--- src/rtl/udp_link_ctrl.sv ---
// ARP/link supervisor: resolves NUM_CH peers through mac_top's ARP engine, keeps them alive and gates write_sel.
// Define LINK_CTRL_STATS_EN to add saturating arp_req_cnt / arp_fail_cnt outputs.
module udp_link_ctrl #(
  parameter int NUM_CH        = 2,
  parameter int CH_W          = 1,
  parameter int STARTUP_CYC   = 125_000_000,
  parameter int ARP_WAIT_CYC  = 125_000_000,
  parameter int KEEPALIVE_CYC = 125_000_000,
  parameter int MAX_RETRY     = 4
) (
  input  logic              gmii_tx_clk,
  input  logic              rst,
  output logic              arp_request_req,
  output logic [CH_W-1:0]   arp_req_ch,
  input  logic              mac_send_end,
  input  logic              arp_found,
  input  logic [CH_W-1:0]   arp_found_ch,
  input  logic              mac_not_exist,
  input  logic              almost_full,
  input  logic              udp_rec_data_valid,
  input  logic [CH_W-1:0]   udp_rec_ch,
  output logic [NUM_CH-1:0] ch_resolved,
  output logic [NUM_CH-1:0] ch_failed,
  output logic [NUM_CH-1:0] write_sel,
  output logic [5:0]        link_state
`ifdef LINK_CTRL_STATS_EN
  ,
  output logic [15:0]       arp_req_cnt,
  output logic [15:0]       arp_fail_cnt
`endif
);

  localparam int CNT_W = 32;
  localparam int RTY_W = (MAX_RETRY > 1) ? $clog2(MAX_RETRY) : 1;
  localparam logic [CNT_W-1:0] STARTUP_LAST   = CNT_W'(STARTUP_CYC - 1);
  localparam logic [CNT_W-1:0] ARP_WAIT_LAST  = CNT_W'(ARP_WAIT_CYC - 1);
  localparam logic [CNT_W-1:0] KEEPALIVE_LAST = CNT_W'(KEEPALIVE_CYC - 1);
  localparam logic [RTY_W-1:0] RETRY_LAST     = RTY_W'(MAX_RETRY - 1);
  localparam logic [CH_W-1:0]  LAST_CH        = CH_W'(NUM_CH - 1);

  typedef enum logic [5:0] {
    S_IDLE      = 6'b000001,
    S_ARP_REQ   = 6'b000010,
    S_ARP_SEND  = 6'b000100,
    S_ARP_WAIT  = 6'b001000,
    S_WAIT_REC  = 6'b010000,
    S_CHECK_ARP = 6'b100000
  } state_e;

  state_e             state_q, state_d;
  logic [CH_W-1:0]    cur_ch_q, cur_ch_d;
  logic [CNT_W-1:0]   wait_cnt_q, wait_cnt_d;
  logic [RTY_W-1:0]   retry_cnt_q, retry_cnt_d;
  logic [NUM_CH-1:0]  resolved_q, resolved_d;
  logic [NUM_CH-1:0]  failed_q, failed_d;
  logic [NUM_CH-1:0]  write_sel_q, write_sel_d;
  logic               almost_full_d1_q, almost_full_d1_d;
  logic [NUM_CH-1:0]  cur_mask;
  logic               limit_hit;
  logic               advance;
  logic               fail_set;

  always_comb begin
    state_d          = state_q;
    cur_ch_d         = cur_ch_q;
    retry_cnt_d      = retry_cnt_q;
    resolved_d       = resolved_q;
    failed_d         = failed_q;
    write_sel_d      = '0;
    almost_full_d1_d = almost_full;
    limit_hit        = 1'b0;
    advance          = 1'b0;
    fail_set         = 1'b0;
    cur_mask         = '0;
    for (int i = 0; i < NUM_CH; i++) begin
      cur_mask[i] = (cur_ch_q == CH_W'(i));
    end

    case (state_q)
      S_IDLE:     limit_hit = (wait_cnt_q == STARTUP_LAST);
      S_ARP_WAIT: limit_hit = (wait_cnt_q == ARP_WAIT_LAST);
      S_WAIT_REC: limit_hit = (wait_cnt_q == KEEPALIVE_LAST);
      default:    limit_hit = 1'b0;
    endcase

    case (state_q)
      S_IDLE: begin
        if (limit_hit) begin
          state_d     = S_ARP_REQ;
          cur_ch_d    = '0;
          retry_cnt_d = '0;
          resolved_d  = '0;
          failed_d    = '0;
        end
      end
      S_ARP_REQ: state_d = S_ARP_SEND;
      S_ARP_SEND: begin
        if (mac_send_end) state_d = S_ARP_WAIT;
      end
      S_ARP_WAIT: begin
        // A matching reply on the timeout cycle still counts as resolved.
        if (arp_found && (arp_found_ch == cur_ch_q)) begin
          resolved_d = resolved_q | cur_mask;
          advance    = 1'b1;
        end else if (limit_hit) begin
          if (retry_cnt_q == RETRY_LAST) begin
            failed_d = failed_q | cur_mask;
            fail_set = 1'b1;
            advance  = 1'b1;
          end else begin
            retry_cnt_d = retry_cnt_q + 1'b1;
            state_d     = S_ARP_REQ;
          end
        end
        if (advance) begin
          retry_cnt_d = '0;
          if (cur_ch_q != LAST_CH) begin
            cur_ch_d = cur_ch_q + 1'b1;
            state_d  = S_ARP_REQ;
          end else begin
            state_d = (|resolved_d) ? S_WAIT_REC : S_IDLE;
          end
        end
      end
      S_WAIT_REC: begin
        for (int i = 0; i < NUM_CH; i++) begin
          write_sel_d[i] = udp_rec_data_valid && (udp_rec_ch == CH_W'(i)) && resolved_q[i];
        end
        if (limit_hit) state_d = S_CHECK_ARP;
      end
      S_CHECK_ARP: begin
        write_sel_d = write_sel_q;
        if (mac_not_exist) begin
          resolved_d  = '0;
          cur_ch_d    = '0;
          retry_cnt_d = '0;
          state_d     = S_ARP_REQ;
        end else if (!almost_full_d1_q) begin
          state_d = S_WAIT_REC;
        end
      end
      default: state_d = S_IDLE;
    endcase

    // The dwell counter restarts on every state change.
    if (state_d != state_q) begin
      wait_cnt_d = '0;
    end else if ((state_q == S_IDLE) || (state_q == S_ARP_WAIT) || (state_q == S_WAIT_REC)) begin
      wait_cnt_d = wait_cnt_q + 1'b1;
    end else begin
      wait_cnt_d = '0;
    end
  end

  always_ff @(posedge gmii_tx_clk) begin
    if (rst) begin
      state_q          <= S_IDLE;
      cur_ch_q         <= '0;
      wait_cnt_q       <= '0;
      retry_cnt_q      <= '0;
      resolved_q       <= '0;
      failed_q         <= '0;
      write_sel_q      <= '0;
      almost_full_d1_q <= 1'b0;
    end else begin
      state_q          <= state_d;
      cur_ch_q         <= cur_ch_d;
      wait_cnt_q       <= wait_cnt_d;
      retry_cnt_q      <= retry_cnt_d;
      resolved_q       <= resolved_d;
      failed_q         <= failed_d;
      write_sel_q      <= write_sel_d;
      almost_full_d1_q <= almost_full_d1_d;
    end
  end

  assign arp_request_req = (state_q == S_ARP_REQ);
  assign arp_req_ch      = cur_ch_q;
  assign ch_resolved     = resolved_q;
  assign ch_failed       = failed_q;
  assign write_sel       = write_sel_q;
  assign link_state      = state_q;

`ifdef LINK_CTRL_STATS_EN
  logic [15:0] req_cnt_q, req_cnt_d;
  logic [15:0] fail_cnt_q, fail_cnt_d;

  always_comb begin
    req_cnt_d  = req_cnt_q;
    fail_cnt_d = fail_cnt_q;
    if (arp_request_req && (req_cnt_q != 16'hFFFF)) req_cnt_d = req_cnt_q + 16'd1;
    if (fail_set && (fail_cnt_q != 16'hFFFF)) fail_cnt_d = fail_cnt_q + 16'd1;
  end

  always_ff @(posedge gmii_tx_clk) begin
    if (rst) begin
      req_cnt_q  <= '0;
      fail_cnt_q <= '0;
    end else begin
      req_cnt_q  <= req_cnt_d;
      fail_cnt_q <= fail_cnt_d;
    end
  end

  assign arp_req_cnt  = req_cnt_q;
  assign arp_fail_cnt = fail_cnt_q;
`endif

endmodule
--- config.mk ---
export PLATFORM = sky130hd
export DESIGN_NAME = udp_link_ctrl
export DESIGN_NICKNAME = d
export VERILOG_FILES = /design/src/rtl/udp_link_ctrl.sv
export SDC_FILE = /design/constraint.sdc
export NUM_CORES = 1
export LEC_CHECK = 0
export BUFFER_PORTS_ARGS = -buffer_cell sky130_fd_sc_hd__clkbuf_2
export CAP_MARGIN = 30
export CORE_MARGIN = 3
export CORE_UTILIZATION = 51
export CTS_CLUSTER_SIZE = 16
export DETAILED_ROUTE_END_ITERATION = 6
export MAX_ROUTING_LAYER = met4
export PLACE_DENSITY_LB_ADDON = 0.15
export RECOVER_POWER = 50
export SLEW_MARGIN = 30
export SYNTH_ARGS = -nofsm -noshare
export SYNTH_HDL_FRONTEND = slang
export SYNTH_SLANG_ARGS = --single-unit
--- constraint.sdc ---
create_clock -name gmii_tx_clk -period 2.2 [get_ports gmii_tx_clk]
set_clock_uncertainty 0.2 [all_clocks]
set_input_delay 0.11 -clock gmii_tx_clk [delete_from_list [all_inputs] [get_ports gmii_tx_clk]]
set_output_delay 0.11 -clock gmii_tx_clk [all_outputs]
set_load 0.03 [all_outputs]
==> Yosys cells after proc, flatten, opt, wreduce, memory -nomap -nowiden <==
Cells that the tools add are included.
Widths: inputs -> output; s select.
{ "totals": {"out_inout_bits": 14, "regBits": 48, "inputBits": 9, "word_cells": 88} }
{ "classes": {"n_reduce_logical": 16, "bitwise": 5, "eq_ne": 19, "n_mux": 37, "add_sub_neg": 3} }
{ "op_table": {"columns": ["op", "count"], "rows": [
  ["$mux 6", 9],
  ["$pmux 6 s6", 1],
  ["$add 32x1->32 const B", 1],
  ["$eq 32x27->1 const B", 1],
  ["$mux 2", 11],
  ["$ne 2x2->1 const B", 6],
  ["$pmux 2 s3", 2],
  ["$mux 5", 2],
  ["$mux 1", 9],
  ["$ne 3x3->1 const B", 3],
  ["$pmux 2 s2", 2],
  ["$eq 6x1->1 const B", 1],
  ["$eq 6x2->1 const B", 1],
  ["$eq 6x3->1 const B", 1],
  ["$eq 6x4->1 const B", 1],
  ["$eq 6x5->1 const B", 1],
  ["$eq 6x6->1 const B", 1],
  ["$ne 6x6->1", 1],
  ["$reduce_and 6->1", 1],
  ["$reduce_or 3->1", 2],
  ["$logic_and 1x1->1", 5],
  ["$reduce_and 5->1", 1],
  ["$or 2x2->2", 2],
  ["$reduce_and 4->1", 1],
  ["11 further kinds", 14]
]} }

==> Logic depth before layout (Yosys ltp) <==
{ "logic_depth": {"depth_word": 11, "mapped_depth": 8, "mapped_depth_nobuf": 7} }

==> Least setup slack after synthesis <==
OpenSTA, ideal clock, no wires.
{ "synth_timing": {"kind": "register to register", "from": "register state_q[0], in the netlist link_state[0]", "to": "register wait_cnt_q[28]", "setup_time_ns": 0.117, "synth_period_minus_slack_ns": 2.307, "t_required_ns": 1.883, "setup_slack_ns": -0.107, "n_path_buf": 2, "stages_incl_launch_ff": 9, "arrival_time_ns": 1.990, "cell_sequence": "dfxtp_1 -> buf_2 -> xor2_1 -> o211ai_1 -> nor4_4 -> nor2b_1 -> o21ai_2 -> buf_2 -> nor2_1"} }
{ "synth_via": {"elab_chain_len": 10, "word_cells_on_any_way": 26, "classes_between": "7 x eq/ne; 14 x mux; 1 x bitwise; 4 x reduce/logical"} }
{ "synth_lines": {"columns": ["item", "line", "rtl"], "rows": [
  ["start, declared", "50", "state_e state_q, state_d;"],
  ["start signal, assigned", "166", "state_q <= state_d;"],
  ["$eq 6x1->1 (tied with other cells)", "79, 86, 148", null],
  ["$reduce_or 3->1 (no line)", null, null],
  ["$mux 1", null, null],
  ["$mux 1", "105", "end else if (limit_hit) begin"],
  ["$mux 1", "102", "if (arp_found && (arp_found_ch == cur_ch_q)) begin"],
  ["$mux 1", "86", "case (state_q)"],
  ["$mux 6", "115", "if (advance) begin"],
  ["$pmux 6 s6", "86", null],
  ["$ne 6x6->1", "146", "if (state_d != state_q) begin"],
  ["$reduce_or 3->1 (no line) *", null, null],
  ["end signal, assigned", "168", "wait_cnt_q <= wait_cnt_d;"],
  ["end, declared", "52", "logic [CNT_W-1:0] wait_cnt_q, wait_cnt_d;"]
]} }
Mark *: on every way between the ends. The rest lies on a longest branch, timed or not. The select of a mux whose other input is x is not followed.
A chain may end at the register's enable or synchronous reset.

==> Worst setup path after layout <==
{ "layout_timing": {"from": "register state_q[1], in the netlist link_state[1]", "to": "register retry_cnt_q[1]"} }
{ "layout_via": {"elab_chain_len": 8, "word_cells_on_any_way": 18, "classes_between": "9 x eq/ne; 6 x mux; 3 x reduce/logical"} }
{ "layout_lines": {"columns": ["item", "line", "rtl"], "rows": [
  ["$eq 6x1->1 (tied with other cells)", "79, 86", null],
  ["$reduce_or 3->1 (no line)", null, null],
  ["$mux 1", null, null],
  ["$mux 1", "105", null],
  ["$mux 1", "102", null],
  ["$mux 1", "86", null],
  ["$ne 3x3->1 (no line) or $mux 2 (tied branches)", null, null],
  ["$reduce_and 6->1 (no line) or $pmux 2 s3 (tied branches)", null, null],
  ["end signal, assigned", "169", "retry_cnt_q <= retry_cnt_d;"],
  ["end, declared", "53", "logic [RTY_W-1:0] retry_cnt_q, retry_cnt_d;"]
]} }
Parallel ways exist; a longest one is shown, timed or not. The select of a mux whose other input is x is not followed.

==> metrics.md <==
| Metric | Value |
|---|---|
| Vias in the first global route | `roughly 2,000` |
| Ant. Diodes | `0` |
| Status | `finished with violations` |
| XOR/XNOR share of the synthesized area | `12.0%` |
| Max_cap viols | `0` |
| YS warnings | `0` |
| Slowest CP cell | `or4_4` |
| Finished Cell Area | `3130 um2` |
| Via density | `5.52` |
| Worst hold path startpoint | `mac_not_exist` |
| CP cell instances | `or4_4 > nand2b_4 > a31oi_4 > a21bo_4 > or3b_1 > mux2i_1` |
| WP data arrival | `about 2300 ps` |
| CP max stage delay | `520 ps` |
| Clk Latency, worst-skew pair | `300 ps` |
| Die H | `between 70 and 80 um` |
| Power Dens Cells | `between 400 and 500 nW/um2` |
| Drt total wl | `5.89 mm` |
| Crit Path Category | `register to register` |
| RR Endpoint | `retry_cnt_q[1]` |
| Nets | `around 360` |
| CP Buf/Inv Count | `0` |
| Hold path cells | `4` |
| Worst Setup End Kind | `register` |
| Post-DRT Antenna Nets | `0` |
| Synth Cell Area | `2400 um2` |
| Mapped Nets | `295` |
| Largest net degree at the start of global routing | `26` |
| CTS Sinks | `48` |
| Area Overhead vs Synth | `30.3%` |
| IO buf count | `22` |
| Post-Synth Simple-Gate Area | `between 30% and 40%` |
| Die width | `about 75 um` |
| CP top delay family | `simple AND/OR/NAND/NOR gates` |
| Placed wire-length estimate | `4.01 mm` |
| Area leader, netlist | `dfxtp_1` |
| Slew at the pin closest to its max-slew limit | `approximately 470 ps` |
| Initial antenna violation count | `0` |
| I/O Pins | `23` |
| Seq cells post-synth | `48` |
| Failing checks | `negative setup slack` |
| Clock root cell | `clkbuf_8` |
| Setup Total Neg Slack | `-260 ps` |
| Total CTS buffers | `5` |
| Detailed-route DRC error count | `0` |
| Reg2Reg Setup Slack | `-40 ps` |
| Leak | `between 1 and 1.5 nW` |
| Slew HR | `68.9%` |
| RSZ-0062 raised after global routing | `true` |
| Asr flop ratio synth | `0%` |
| Max Freq | `between 0.4 and 0.5 GHz` |
| Post-synthesis compound-gate area fraction | `9.17%` |
| Register area share after synthesis | `between 40% and 50%` |
| Clk slew on worst S/H paths | `80 ps` |
| Total grt overflow | `0` |
| Fin crit share | `102%` |
| Hold Slack | `32.1 ps` |
| Reg-to-reg startpoint | `link_state[1]` |
| Area contributors post-synth | `dfxtp_1, xor2_1, nor2_1` |
| CTS HTree Levels | `2` |
| Routability cong. | `0.846` |
| Yosys cell types | `47` |
| Pre-CTS setup slack | `-14.9 ps` |
| Worst-case vdd ir drop | `0.303 mV` |
| Post-synth EDFFs | `0` |
| Max Fanout on Critical Path | `6` |
| CORE AREA | `4440 um2` |
| PnR worst setup slack | `-44.6 ps` |
| Initial Utilization | `roughly 54%` |
| Slew Viols, Final | `0` |
| Top_reg_cell synth | `dfxtp_1` |
| First-pass GRT wire length | `9.10 mm` |
| CP required | `2230 ps` |
| Final core utilization | `70.4%` |
| Setup violators final | `23` |
| Fin. Hold Viols | `0` |
| Wire per inst | `14.6 um` |
| 1st-iter DRT viols | `100` |
| Share of layout cells above drive strength 1 | `25.6%` |
| Cell Area, Placed | `about 2800 um2` |
| CP Launch Type | `register` |
| Synth Area in Adders | `1.04%` |
| GRT Total Usage | `21.7%` |
| Synth Instances | `approximately 280` |
| Synthesized area per cell | `around 8.5 um2` |
| Via count | `2,231` |
| FF-to-FF path depth | `6` |
| CTS tree | `yes` |
| Hold Crit Class | `input pin to register` |
| CTS max path bufs | `2` |
| Hold Path End | `link_state[1]` |
| Largest family of logic cells by synthesized area | `simple AND/OR/NAND/NOR gates` |
| Pre-antenna DRT Iters | `5` |
| Post-synthesis mux area share | `1.30%` |
| Num rows | `24` |
| Synth top area share | `40.0%` |
| Tmin final | `2240 ps` |
| Full die area | `approximately 5600 um2` |
[power breakdown]
group          switching [mW]  leakage, nW  internal (mW)
sequential            0.00299        0.390          0.871
combinational          0.0378        0.797         0.0411
clock                   0.280       0.0503          0.280
[cell families (layout without fill, tap and decap cells)]
kind of cell    count (synthesis)  count (layout)
compound gates                 31              31
flops                          48              48
buf+inv                        16              84
simple gates                  151             151
xor+xnor                       33              33
fa+ha+maj                       2               2
mux                             3               3
[layout make-up]
| cell class | instances | area [um2] |
|---|---|---|
| Fill cell | 359 | 1320 |
| Sequential cell | 48 | 972 |
| Clock buffer | 7 | 96.3 |
| Inverter | 4 | 15.0 |
| Timing Repair Buffer | 73 | 527 |
| Multi-Input combinational cell | 220 | 1450 |
| Tap cell | 52 | 65.1 |
[repair_timing]
item | CTS | global route
gates cloned | 0 | 1
setup buffers | 0 | 6
hold endpoints to repair | 7 | 0
hold buffers | 8 | 0
setup endpoints to repair | 5 | 39
pin swaps | 0 | 6
resized for setup | 4 | 14
[tightest hold or removal path, delay by kind of cell]
family                 cells  cell delay, ps
and+or+nand+nor            1              90
buffers and inverters      1             100
AOI/OAI and AO/OA          2             200
[per-stage QoR]
stage / power, mW / instances
after detailed placement: 0.953 / 383
after global routing: 1.56 / 404
final: 1.51 / 404
after global placement: 0.952 / 383
after CTS: 1.51 / 398
after floorplan: 0.924 / 284
[sequential cells by signal (all words and copies together), names as in the netlist]
signal / count
retry_cnt_q: 2
ch_resolved: 2
wait_cnt_q: 32
write_sel: 2
almost_full_d1_q: 1
arp_req_ch: 1
link_state: 6
ch_failed: 2
[cells in the final DEF (no fill, tap or decap), drive strengths merged, types with 2 or more instances in the layout]
cell / netlist / layout
o21ai: 7 / 7
mux2i: 2 / 2
dfxtp: 48 / 48
xor2: 25 / 25
ha: 2 / 2
and2: 4 / 4
nor3: 11 / 11
nand2b: 3 / 3
nand2: 24 / 24
a31oi: 3 / 3
inv: 4 / 4
dlygate4sd3: 0 / 7
and3: 9 / 9
and4: 5 / 5
o21a: 4 / 4
xnor2: 8 / 8
nor2b: 4 / 4
nor2: 49 / 49
nor4b: 2 / 2
a21oi: 7 / 7
nor4: 6 / 6
nand3: 16 / 16
o211ai: 3 / 3
clkbuf: 6 / 30
nor3b: 4 / 4
nand4: 8 / 8
buf: 6 / 43
[worst max-delay path by stage]
stage,start,to,slack (ps),cells after the start
detailed placement,link_state[1],retry_cnt_q[1],-10,6
finish,link_state[1],retry_cnt_q[1],-40,6
floorplan,link_state[4],wait_cnt_q[28],-7,7
global route,wait_cnt_q[7],wait_cnt_q[17],-170,9
CTS,link_state[1],retry_cnt_q[1],-40,6
global placement,link_state[1],retry_cnt_q[1],30,6
[synth_stat cells, types with 2 or more instances]
library cell,n
a21oi_1,7
a31oi_1,2
and2_1,4
and3_1,9
and4_1,5
buf_2,5
clkbuf_1,6
dfxtp_1,48
ha_1,2
inv_1,4
mux2i_1,2
nand2_1,24
nand2b_1,2
nand3_1,16
nand4_1,8
nor2_1,49
nor2b_1,4
nor3_1,11
nor3b_1,3
nor4_1,4
nor4b_1,2
o211ai_1,3
o21a_1,4
o21ai_0,6
xnor2_1,8
xor2_1,25
[layer usage]
layer	global-route usage, %	up-vias	wire length (um)
met5	-	-	0
met4	6.52	0	107
met3	4.94	11	198
met2	37.3	47	2950
met1	25.1	1054	2630
li1	-	1119	-
Note: power is estimated with default switching activity, not from simulation.
